==> config.mk <==
export PLATFORM = sky130hd
export DESIGN_NAME = multicycle_ctrl
export DESIGN_NICKNAME = d
export VERILOG_FILES = /design/src/rtl/multicycle_ctrl.sv
export SDC_FILE = /design/constraint.sdc
export NUM_CORES = 1
export LEC_CHECK = 0
export CAP_MARGIN = 20
export CORE_ASPECT_RATIO = 0.6
export CORE_MARGIN = 5
export CORE_UTILIZATION = 54
export CTS_BUF_LIST = sky130_fd_sc_hd__clkbuf_8
export DETAILED_ROUTE_END_ITERATION = 12
export PLACE_DENSITY = 0.85
export SETUP_SLACK_MARGIN = 0.2
export SLEW_MARGIN = 20
export SYNTH_ARGS = -nofsm -noshare
export SYNTH_HDL_FRONTEND = slang
export SYNTH_SLANG_ARGS = --single-unit
==> constraint.sdc <==
create_clock -name clk -period 5.7 [get_ports clk]
set_input_delay 1.14 -clock clk [delete_from_list [all_inputs] [get_ports clk]]
set_output_delay 1.14 -clock clk [all_outputs]
set_load 0.005 [all_outputs]
==> src/rtl/multicycle_ctrl.sv <==
// Multi-cycle FETCH/DECODE/EXEC/MEM/WB sequencer for the MIPS datapath.
// Build macro ILLEGAL_TRAP_EN adds a HALT state (code 5) and the sticky illegal_o port.
module multicycle_ctrl #(
   parameter int TIMEOUT = 255,
   parameter int CNT_W   = 32
) (
   input  logic             clk,
   input  logic             rst,
   input  logic [5:0]       op,
   input  logic [5:0]       funct,
   input  logic [4:0]       rt,
   input  logic             Zero,
   input  logic             Sign,
   input  logic             imem_ready,
   input  logic             dmem_ready,
   output logic             imem_req,
   output logic             dmem_req,
   output logic             dmem_we,
   output logic             ir_we,
   output logic             rf_we,
   output logic             pc_we,
   output logic [1:0]       npc_sel,
   output logic [2:0]       state_o,
   output logic             mem_err,
   output logic [CNT_W-1:0] retire_cnt
`ifdef ILLEGAL_TRAP_EN
   ,
   output logic             illegal_o
`endif
);

   typedef enum logic [2:0] {
      S_FETCH  = 3'd0,
      S_DECODE = 3'd1,
      S_EXEC   = 3'd2,
      S_MEM    = 3'd3,
      S_WB     = 3'd4
`ifdef ILLEGAL_TRAP_EN
      ,
      S_HALT   = 3'd5
`endif
   } state_e;

   typedef enum logic [3:0] {
      C_ILLEGAL, C_BRANCH, C_J, C_JR, C_LOAD, C_STORE, C_ALU, C_JAL, C_JALR
   } cls_e;

   // The wait counter only has to reach TIMEOUT-1; expiry is detected on that count.
   localparam int WAIT_W = (TIMEOUT > 1) ? $clog2(TIMEOUT) : 1;
   localparam logic [WAIT_W-1:0] WAIT_LAST = WAIT_W'((TIMEOUT > 0) ? TIMEOUT - 1 : 0);

   state_e              state_q, state_d;
   cls_e                cls_q, cls_d, cls_dec;
   logic [WAIT_W-1:0]   wait_q, wait_d;
   logic                mem_err_q, mem_err_d;
   logic [CNT_W-1:0]    retire_q, retire_d;
   logic                taken;
   logic                wait_hit;

   // Instruction classification from the registered IR fields.
   always_comb begin
      cls_dec = C_ILLEGAL;
      case (op)
         6'h00: begin
            case (funct)
               6'h08: cls_dec = C_JR;
               6'h09: cls_dec = C_JALR;
               6'h00, 6'h02, 6'h03, 6'h04, 6'h06, 6'h07,
               6'h20, 6'h21, 6'h22, 6'h23, 6'h24, 6'h25,
               6'h26, 6'h27, 6'h2a, 6'h2b: cls_dec = C_ALU;
               default: cls_dec = C_ILLEGAL;
            endcase
         end
         6'h01:                      cls_dec = (rt[4:1] == 4'd0) ? C_BRANCH : C_ILLEGAL;
         6'h02:                      cls_dec = C_J;
         6'h03:                      cls_dec = C_JAL;
         6'h04, 6'h05, 6'h06, 6'h07: cls_dec = C_BRANCH;
         6'h08, 6'h09, 6'h0a, 6'h0b,
         6'h0c, 6'h0d, 6'h0e, 6'h0f: cls_dec = C_ALU;
         6'h20, 6'h21, 6'h23,
         6'h24, 6'h25:               cls_dec = C_LOAD;
         6'h28, 6'h29, 6'h2b:        cls_dec = C_STORE;
         default:                    cls_dec = C_ILLEGAL;
      endcase
   end

   always_comb begin
      case (op)
         6'h04:   taken = Zero;
         6'h05:   taken = ~Zero;
         6'h06:   taken = Sign | Zero;
         6'h07:   taken = ~Sign & ~Zero;
         6'h01:   taken = rt[0] ? ~Sign : Sign;
         default: taken = 1'b0;
      endcase
   end

   // NOTE: every output and next-state value gets a default first so no path infers a latch.
   always_comb begin
      state_d   = state_q;
      cls_d     = cls_q;
      wait_d    = '0;
      mem_err_d = mem_err_q;
      imem_req  = 1'b0;
      dmem_req  = 1'b0;
      dmem_we   = 1'b0;
      ir_we     = 1'b0;
      rf_we     = 1'b0;
      pc_we     = 1'b0;
      npc_sel   = 2'b00;
      wait_hit  = (TIMEOUT != 0) && (wait_q == WAIT_LAST);

      case (state_q)
         S_FETCH: begin
            imem_req = 1'b1;
            ir_we    = imem_ready;
            if (imem_ready) begin
               state_d = S_DECODE;
            end else if (wait_hit) begin
               mem_err_d = 1'b1;
            end else begin
               wait_d = wait_q + 1'b1;
            end
         end
         S_DECODE: begin
            cls_d   = cls_dec;
            state_d = S_EXEC;
`ifdef ILLEGAL_TRAP_EN
            if (cls_dec == C_ILLEGAL) state_d = S_HALT;
`endif
         end
         S_EXEC: begin
            state_d = S_FETCH;
            case (cls_q)
               C_BRANCH: begin
                  pc_we   = 1'b1;
                  npc_sel = taken ? 2'b01 : 2'b00;
               end
               C_J: begin
                  pc_we   = 1'b1;
                  npc_sel = 2'b10;
               end
               C_JR: begin
                  pc_we   = 1'b1;
                  npc_sel = 2'b11;
               end
               C_LOAD, C_STORE:     state_d = S_MEM;
               C_ALU, C_JAL, C_JALR: state_d = S_WB;
               // Undecoded instructions retire as a NOP.
               default:             pc_we = 1'b1;
            endcase
         end
         S_MEM: begin
            dmem_req = 1'b1;
            dmem_we  = (cls_q == C_STORE);
            if (dmem_ready) begin
               if (cls_q == C_STORE) begin
                  pc_we   = 1'b1;
                  state_d = S_FETCH;
               end else begin
                  state_d = S_WB;
               end
            end else if (wait_hit) begin
               mem_err_d = 1'b1;
               state_d   = S_FETCH;
            end else begin
               wait_d = wait_q + 1'b1;
            end
         end
         S_WB: begin
            rf_we   = 1'b1;
            pc_we   = 1'b1;
            npc_sel = (cls_q == C_JAL) ? 2'b10 : (cls_q == C_JALR) ? 2'b11 : 2'b00;
            state_d = S_FETCH;
         end
`ifdef ILLEGAL_TRAP_EN
         S_HALT: state_d = S_HALT;
`endif
         default: state_d = S_FETCH;
      endcase

      // Strobes are forced low while reset is applied, without waiting for a clock.
      if (rst) begin
         imem_req = 1'b0;
         dmem_req = 1'b0;
         dmem_we  = 1'b0;
         ir_we    = 1'b0;
         rf_we    = 1'b0;
         pc_we    = 1'b0;
         npc_sel  = 2'b00;
      end

      retire_d = retire_q + CNT_W'(pc_we);
   end

   // NOTE: sequential state uses non-blocking assignments so all flops update from pre-edge values.
   always_ff @(posedge clk or posedge rst) begin
      if (rst) begin
         state_q   <= S_FETCH;
         cls_q     <= C_ILLEGAL;
         wait_q    <= '0;
         mem_err_q <= 1'b0;
         retire_q  <= '0;
      end else begin
         state_q   <= state_d;
         cls_q     <= cls_d;
         wait_q    <= wait_d;
         mem_err_q <= mem_err_d;
         retire_q  <= retire_d;
      end
   end

`ifdef ILLEGAL_TRAP_EN
   logic illegal_q, illegal_d;

   always_comb begin
      illegal_d = illegal_q | ((state_q == S_DECODE) && (cls_dec == C_ILLEGAL));
   end

   always_ff @(posedge clk or posedge rst) begin
      if (rst) illegal_q <= 1'b0;
      else     illegal_q <= illegal_d;
   end

   assign illegal_o = illegal_q;
`endif

   assign state_o    = state_q;
   assign mem_err    = mem_err_q;
   assign retire_cnt = retire_q;

endmodule

# ---- Word-level counts from Yosys, hierarchy flattened
# Memories as Yosys holds them, arrays and structs flattened.
# Cells that the tools add are included.
dict set report word_totals {
  input_bits 23
  reg_bits 48
  output_inout_bits 44
  mem_bits_ro 256
  memories 1
  wordCells 104
}
dict set report op_classes {
  reduce_logical 13
  bitwise 4
  add_sub_neg 2
  muxes 39
  eq_ne 40
}
# memory words width read_ports rd_ports_with_merged_regs write_ports line_no
set memory_table {}
lappend memory_table {{(no name shown)} 64 4 1 0 0 65} ;# case (funct)
# operator n
set ops {}
lappend ops {{6-bit by 4-bit == test with 1-bit output (second input constant)} 8}
lappend ops {{6-bit == test (second input constant)} 8}
lappend ops {{32-bit by 1-bit adder with 32-bit output} 1}
lappend ops {{4-bit one-hot mux with 8 select lines} 1}
lappend ops {{6-bit by 3-bit == test with 1-bit output (second input constant)} 4}
lappend ops {{8-bit two-way mux} 3}
lappend ops {{1-bit two-way mux} 20}
lappend ops {{4-bit by 3-bit == test with 1-bit output (second input constant)} 4}
lappend ops {{8-bit one-hot mux with 2 select lines} 1}
lappend ops {{6-bit by 2-bit == test with 1-bit output (second input constant)} 2}
lappend ops {{3-bit two-way mux} 4}
lappend ops {{3-bit one-hot mux with 4 select lines} 1}
lappend ops {{5-bit OR reduction} 2}
lappend ops {{8-bit by 1-bit adder with 8-bit output (second input constant)} 1}
lappend ops {{4-bit by 2-bit == test with 1-bit output (second input constant)} 2}
lappend ops {{8-bit == test (second input constant)} 1}
lappend ops {{8-bit OR reduction} 1}
lappend ops {{3-bit by 2-bit == test with 1-bit output (second input constant)} 2}
lappend ops {{6-bit by 1-bit == test with 1-bit output (second input constant)} 1}
lappend ops {{6-bit zero test} 1}
lappend ops {{2-bit two-way mux} 3}
lappend ops {{2-bit != test (second input constant)} 3}
lappend ops {{2-bit one-hot mux with 3 select lines} 1}
lappend ops {{3-bit one-hot mux with 2 select lines} 1}
lappend ops {{20 further kinds} 22}

# ---- Logic depth before layout (Yosys ltp)
# Gate-level depths: netlist (run 1).
dict set report depth {
  ltp_word 7
  mapped_depth 12
  depth_no_buf 11
}

# ---- Worst setup path before layout (run 1)
# No wires, ideal clock.
dict set report synth_path {
  path_type {input port to flip-flop}
  startpoint {in rst}
  endpoint {reg retire_q[18], in the netlist retire_cnt[18]}
  required_ns 5.621
  arrival_ns 3.607
  n_path_buf 0
  setup_ns 0.079
  cell_stages 8
  path_slack_ns 2.014
  path_cell_list {inv_1 -> a31o_2 -> ha_1 -> ha_1 -> nand2_1 -> or3_1 -> nor3_2 -> xor2_1}
}
dict set report synth_via {
  elab_chain_cells 2
}
# item line_no
set synth_rtl {}
lappend synth_rtl {{start, declared} 8} ;# input logic rst,
lappend synth_rtl {{1-bit two-way mux} 183} ;# if (rst) begin
lappend synth_rtl {{via pc_we} 21} ;# output logic pc_we,
lappend synth_rtl {{32-bit by 1-bit adder with 32-bit output} 193} ;# retire_d = retire_q + CNT_W'(pc_we);
lappend synth_rtl {{via retire_d[18]} 56} ;# logic [CNT_W-1:0] retire_q, retire_d;
lappend synth_rtl {{end signal, assigned} 209} ;# retire_q <= retire_d;
lappend synth_rtl {{end, declared} 56}
# The timed path passes the listed nets, and every way through them passes these cells.
# A chain may end at the register's enable or synchronous reset.

# ---- Worst setup path in the final report (run 1)
dict set report layout_path {
  startpoint {in rst}
  endpoint {out npc_sel[1]}
}
dict set report layout_via {
  elab_chain_cells 1
}
# item line_no
set layout_rtl {}
lappend layout_rtl {{2-bit two-way mux} 183}
lappend layout_rtl {{end, declared} 22} ;# output logic [1:0] npc_sel,
# No other way between the ends.

==> impl_metrics.yaml, run 1 <==
synth:
  count_of_warnings_emitted_by_yosys: 0
  synth-xor-area-share_pct: 13.3
  share_of_synthesized_area_occupied_by_flip_flops_and_latches_pct: 48.0
  synth-adder-area-share_pct: 2.00
  synth.ff_latch_count: 48
  post_synth.cell_area_avg_um2: 9.82
  multiplexer_area_fraction_after_synthesis_pct: 0
  synth-async-reset-ratio_pct: 100
  synth_top_family_by_area: "simple AND/OR/NAND/NOR gates"
  postSynthNetCount: 282
  synth_simple_gate_area_share_pct: 25.4
  synthDistinctLibCells: 43
  synth-edff-count: 0
  synth_top_flop_cell: "dfrtp_1"
  share_of_the_synthesized_area_in_compound_gates_ao_oa_aoi_oai_pct: 8.89
  syn-cell-area_um2: 2500
  synth_cells: 255
finish:
  num_antenna_cells: 0
  final_core_util_pct: 73.3
  area_growth_syn_to_layout_pct: 32.9
  layout-drive-gt1-share_pct: 5.21
  finalNetCount: 352
floorplan:
  die-area_um2: 6150
  core_region_area_um2: 4540
  design.portCount: 67
  initial_core_util_pct: 55.2
  die-height_um: 62.8
  die_width_um: 97.9
  rows: 19
detailed_routing:
  avgRoutedWirePerCell_um: 15.4
  drt-total-wl_um: 5980
  post_route_drc_violation_count: 0
  antenna_left: 0
  drt_iter0_drc: 109
  dr_total_vias: 2100
  first_pass_iters: 4
  detail_route.vias_per_cell: 5.40
global_route:
  grt_antenna_before_repair: 0
  grt_util_all_layers_pct: 20.5
  grt_first_pass_wirelength_um: 10400
  grt_start_max_net_pins: 49
  gr-total-overflow: 0
  first_global_vias: 2113
setup_path:
  critical_path_cell_list: "clkdlybuf4s50_1 -> nor4b_1 -> a21oi_1 -> o21ai_0 -> clkdlybuf4s50_1"
  cp_top_family: "buffers and inverters"
  timing.setup.critical_path_class: "input pin to output port"
  cpPeakStageDelay_ns: 0.71
  critical_path_arrival_ns: 3.24
  library_cell_contributing_the_largest_single_delay_on_the_critical_path: "nor4b_1"
  timing.critical_path.mode_cell: "clkdlybuf4s50_1"
  cp_max_fo: 5
  critical_path.n_buffers_inverters: 2
  critPathLaunchType: "input pin"
  timing.critical_path.to_type: "output port"
  required_ns: 4.56
place:
  hpwlAfterDp_um: 4530
  number_of_buffer_cells_added_on_primary_ports: 66
  gp_congestion: 0.915
clocking:
  ctsHtreeMaxLevel: 2
  cts_max_path_buffers: 2
  ctsResizeCount: 0
  cts.sinks: 48
  cts_setup_buffers: 0
  worst_skew_pair.late_latency_ns: 0.29
  cts_tree: "built"
  cts_hold_buf: 0
  worst_setup_hold_path_clk_slew_ns: 0.08
  clock_tree.root_cell: "clkbuf_8"
  cts_inserted_buffers: 5
sta:
  timing.final.crit_share_pct: 76.8
  finalCriticalPeriod_ns: 4.38
  max_clock_freq_ghz: 0.229
  fin_tns_setup_ns: 0
  grt_setup_unrepaired: "no"
  hold_viol: 0
  worst_clock_skew_ns: 0.00561
  tightest_slew_ns: 0.806
  slew_headroom_pct: 45.5
  finalMaxSlewViolations: 0
  setup_viol: 0
power_and_ir_drop:
  p_leak_nw: 1.43
  power_density_over_the_cells_nw_per_um2: 271
  fin_total_pwr_mw: 0.902
  ir_drop_uv: 143
run:
  cap_viol_max_count: 0
status:
  run_status: "finished, final reports clean"
min_path:
  hp-class: "flop to flop"
==> cells in the final DEF, fill, tap and decap left out, types with 5 or more instances in the layout <==
cell,count
nand2_1,19
a21oi_1,14
inv_1,12
xor2_1,14
nand4_1,6
nor3_1,6
o21ai_0,6
nor4b_1,5
dfrtp_1,48
xnor2_1,24
nand3_1,21
clkdlybuf4s50_1,66
clkbuf_8,6
nor2_1,29
==> worst register-to-register path: stages (launching register included) <==
cell	delay (ns)
dfrtp_1	0.55
nor4b_1	0.78
a31o_2	0.24
ha_1	0.24
ha_1	0.25
nand2_1	0.12
nor2_1	0.34
nand4_1	0.19
xnor2_1	0.16
==> synthesized netlist by cell type, types with 2 or more instances <==
library cell	number	share of area, %
nand2b_1	2	0.50
or3_1	2	0.50
clkbuf_1	3	0.45
nor2b_1	2	0.50
nor2_1	29	4.3
nor3b_1	3	0.90
nand2_1	19	2.8
nand4_1	6	1.5
and4_1	3	1.0
inv_1	12	1.8
nor4b_1	5	1.7
and3_1	4	1.0
dfrtp_1	48	48
ha_1	4	2.0
xnor2_1	24	8.4
xor2_1	14	4.9
a21oi_1	14	2.8
nand3_1	21	4.2
o21ai_0	6	1.2
nor3_1	6	1.2
a31oi_1	2	0.50
or4_1	2	0.60
nand3_2	2	0.80
and2_1	2	0.50
nor3_2	2	0.80
==> power breakdown <==
group	internal, mW	switching (mW)	leakage [nW]
registers	0.379	0.0731	0.642
clock network	0.0969	0.108	0.0486
logic	0.128	0.117	0.743
total	0.604	0.297	1.43
==> metrics by stage <==
step,hold WS (ns),worst slack [ns],area [um^2],std cells
2_1_floorplan,0.460,2.01,2500,255
3_3_place_gp,0.460,1.42,3240,381
3_5_place_dp,0.457,1.38,3240,381
4_1_cts,0.479,1.38,3330,389
5_1_grt,0.505,1.15,3330,389
6_report,0.477,1.32,3330,389
==> kinds of logic after synthesis <==
group / after synthesis
and+or+nand+nor: 114
buffers and inverters: 16
AOI/OAI and AO/OA: 35
adders and majority gates: 4
DFF: 48
xor gates and xnor gates: 38
==> registers in the layout (all words and copies together), names as in the netlist <==
name        flops
cls_q           4
mem_err         1
retire_cnt     32
state_o         3
wait_q          8
==> per-layer routing <==
metal	track usage (%)	up-vias	routed length, um
met5	0	-	0
met4	4.66	0	14
met3	5.80	2	374
met2	31.1	50	2570
met1	29.3	1009	3020
li1	-	1039	-
==> cell type report <==
| type | count | area, um^2 |
|---|---|---|
| multi-input combinational | 191 | 1240 |
| fill | 341 | 1210 |
| sequential | 48 | 1200 |
| timing repair buffer | 67 | 668 |
| clock buffer | 6 | 82.6 |
| tap | 63 | 78.8 |
| inverter | 12 | 45.0 |
| clock inverter | 2 | 11.3 |
==> final timing paths <==
check / end / depth (start not counted) / from / slack, ns
setup / recovery: npc_sel[1] / 5 / rst / 1.32
hold / removal: mem_err$_DFFE_PP0P_ / 1 / mem_err$_DFFE_PP0P_ / 0.48
setup reg to reg: retire_cnt[22]$_DFF_PP0_ / 8 / state_o[0]$_DFFE_PP0P_ / 2.72
hold reg to reg: mem_err$_DFFE_PP0P_ / 1 / mem_err$_DFFE_PP0P_ / 0.48
max in group asynchronous: retire_cnt[17]$_DFF_PP0_ / 3 / rst / 3.83
min in group asynchronous: wait_q[4]$_DFF_PP0_ / 3 / rst / 1.46
Note: power is estimated with default switching activity, not from simulation.
==> run 2, diff against run 1 <==
- CORE_UTILIZATION: 54 -> 50
- PLACE_DENSITY: 0.85 -> 0.79
- clock period: 5.7 -> 4.3 ns (I/O delays scaled with it)
==> impl_metrics.yaml, run 2 (same netlist as run 1, synthesis figures left out) <==
sta:
  fin_tns_setup_ns: 0
  worst_clock_skew_ns: 0.00581
  tightest_slew_ns: 0.753
  hold_viol: 0
  finalCriticalPeriod_ns: 3.74
  finalMaxSlewViolations: 0
  timing.final.crit_share_pct: 86.9
  timing.final.ws_setup_ns: 0.564
  grt_setup_unrepaired: "no"
  setup_viol: 0
  max_clock_freq_ghz: 0.268
  slew_headroom_pct: 49.1
finish:
  finalNetCount: 352
  area_growth_syn_to_layout_pct: 32.9
  fillerInstances: 369
  layout-drive-gt1-share_pct: 5.52
  multi_input_gate_area_in_the_final_layout_um2: 1240
  seqCellArea_um2: 1200
  layout.cells.most_common_list: "clkdlybuf4s50_1, dfrtp_1, nor2_1, xnor2_1, nand3_1"
  layout.cells.most_common: "clkdlybuf4s50_1"
  num_antenna_cells: 0
  number_of_flip_flops_under_the_largest_register_name: 32
setup_path:
  ff_to_ff_path_depth: 8
  timing.setup.critical_path_class: "input pin to output port"
  timing.critical_path.to_type: "output port"
  library_cell_contributing_the_largest_single_delay_on_the_critical_path: "clkdlybuf4s50_1"
  regToRegSetupSlack_ns: 1.42
  cp-startpoint: "op[0]"
  critical_path_arrival_ns: 2.88
  cp_max_fo: 4
  critPathLaunchType: "input pin"
  r2r-end: "retire_cnt[22]$_DFF_PP0_"
  required_ns: 3.44
  cpPeakStageDelay_ns: 0.53
  critical_path_cell_list: "clkdlybuf4s50_1 -> inv_1 -> or4_1 -> o21ai_0 -> a21oi_1 -> o21ai_0 -> clkdlybuf4s50_1"
  rr_startpoint: "state_o[0]$_DFFE_PP0P_"
floorplan:
  initial_core_util_pct: 53.2
  core_region_area_um2: 4710
  die-height_um: 64.8
  design.portCount: 67
  die_width_um: 101
  die-area_um2: 6570
  rows: 19
power_and_ir_drop:
  ir_drop_uv: 212
  p_leak_nw: 1.43
  power_density_over_the_cells_nw_per_um2: 355
clocking:
  cts_hold_buf: 0
  worst_setup_hold_path_clk_slew_ns: 0.09
  worst_skew_pair.late_latency_ns: 0.30
  clock_tree.root_cell: "clkbuf_8"
  cts.sinks: 48
  ctsHtreeMaxLevel: 2
  cts_max_path_buffers: 2
  ctsResizeCount: 0
  cts_setup_buffers: 0
  cts_tree: "built"
  cts_inserted_buffers: 5
global_route:
  grt_first_pass_wirelength_um: 9560
  grt_start_max_net_pins: 49
  first_global_vias: 1969
  gr-total-overflow: 0
  grt_antenna_before_repair: 0
  grt_util_all_layers_pct: 18.0
place:
  hpwlAfterDp_um: 4260
  preCtsSetupSlack_ns: 0.548
  number_of_buffer_cells_added_on_primary_ports: 66
  gp_congestion: 0.876
detailed_routing:
  dr_total_vias: 2112
  post_route_drc_violation_count: 0
  avgRoutedWirePerCell_um: 14.6
  drt_iter0_drc: 92
  drt-total-wl_um: 5670
  detail_route.vias_per_cell: 5.43
  antenna_left: 0
  first_pass_iters: 4
run:
  cap_viol_max_count: 0
min_path:
  worstHoldEndpoint: "mem_err$_DFFE_PP0P_"
  timing.hold.worst.start: "mem_err$_DFFE_PP0P_"
  hp-class: "flop to flop"
  whs_path_depth: 1
status:
  run_status: "finished, final reports clean"
[run 2: cell count changes in the layout (fill, tap and decap cells not counted)]
cell        change
clkinv_4        +1
clkinvlp_4      +1
clkbuf_8        -1
inv_1           -1
[run 2: critical path, delay by kind of cell]
family / cells / cell delay, ns
buf+inv: 3 / 1.17
compound gates: 3 / 0.34
simple gates: 1 / 0.50
[run 2: cell type report]
type | count | share of cell area [%]
multi-input cells | 191 | 37.3
flip-flops and latches | 48 | 36.1
repair buffers | 67 | 20.1
well taps | 63 | 2.37
clock buffers | 5 | 2.07
inverters | 12 | 1.35
clock inverters | 3 | 0.714
[run 2: report_power, final]
group,internal (mW),switching (mW)
combinational,0.169,0.149
clock,0.115,0.156
sequential,0.502,0.0908
[run 2: worst max path at each step]
stage	endpoint	slack, ns	depth (start not counted)
final	npc_sel[0]	0.56	7
after global routing	npc_sel[0]	0.44	7
after CTS	npc_sel[0]	0.55	7
after detailed placement	npc_sel[0]	0.55	7
after global placement	npc_sel[0]	0.61	7
after floorplan	retire_cnt[18]$_DFF_PP0_	0.89	8
[run 2: layer usage]
metal	up-vias	wire length, um	global-route usage [%]
li1	1039	-	-
met1	1003	3000	28.1
met2	65	2230	25.1
met3	5	399	4.61
met4	0	32	3.98
met5	-	0	0
[run 2: per-stage QoR]
step / total power [mW] / util, % / cells / cell area, um^2 / hold WS (ns)
final: 1.18 / 70.7 / 389 / 3330 / 0.493
after global routing: 1.26 / 70.7 / 389 / 3330 / 0.518
after CTS: 1.19 / 70.7 / 389 / 3330 / 0.492
after detailed placement: 0.918 / 68.7 / 381 / 3240 / 0.462
after global placement: 0.914 / 68.7 / 381 / 3240 / 0.462
after floorplan: 0.764 / - / 255 / 2500 / 0.460
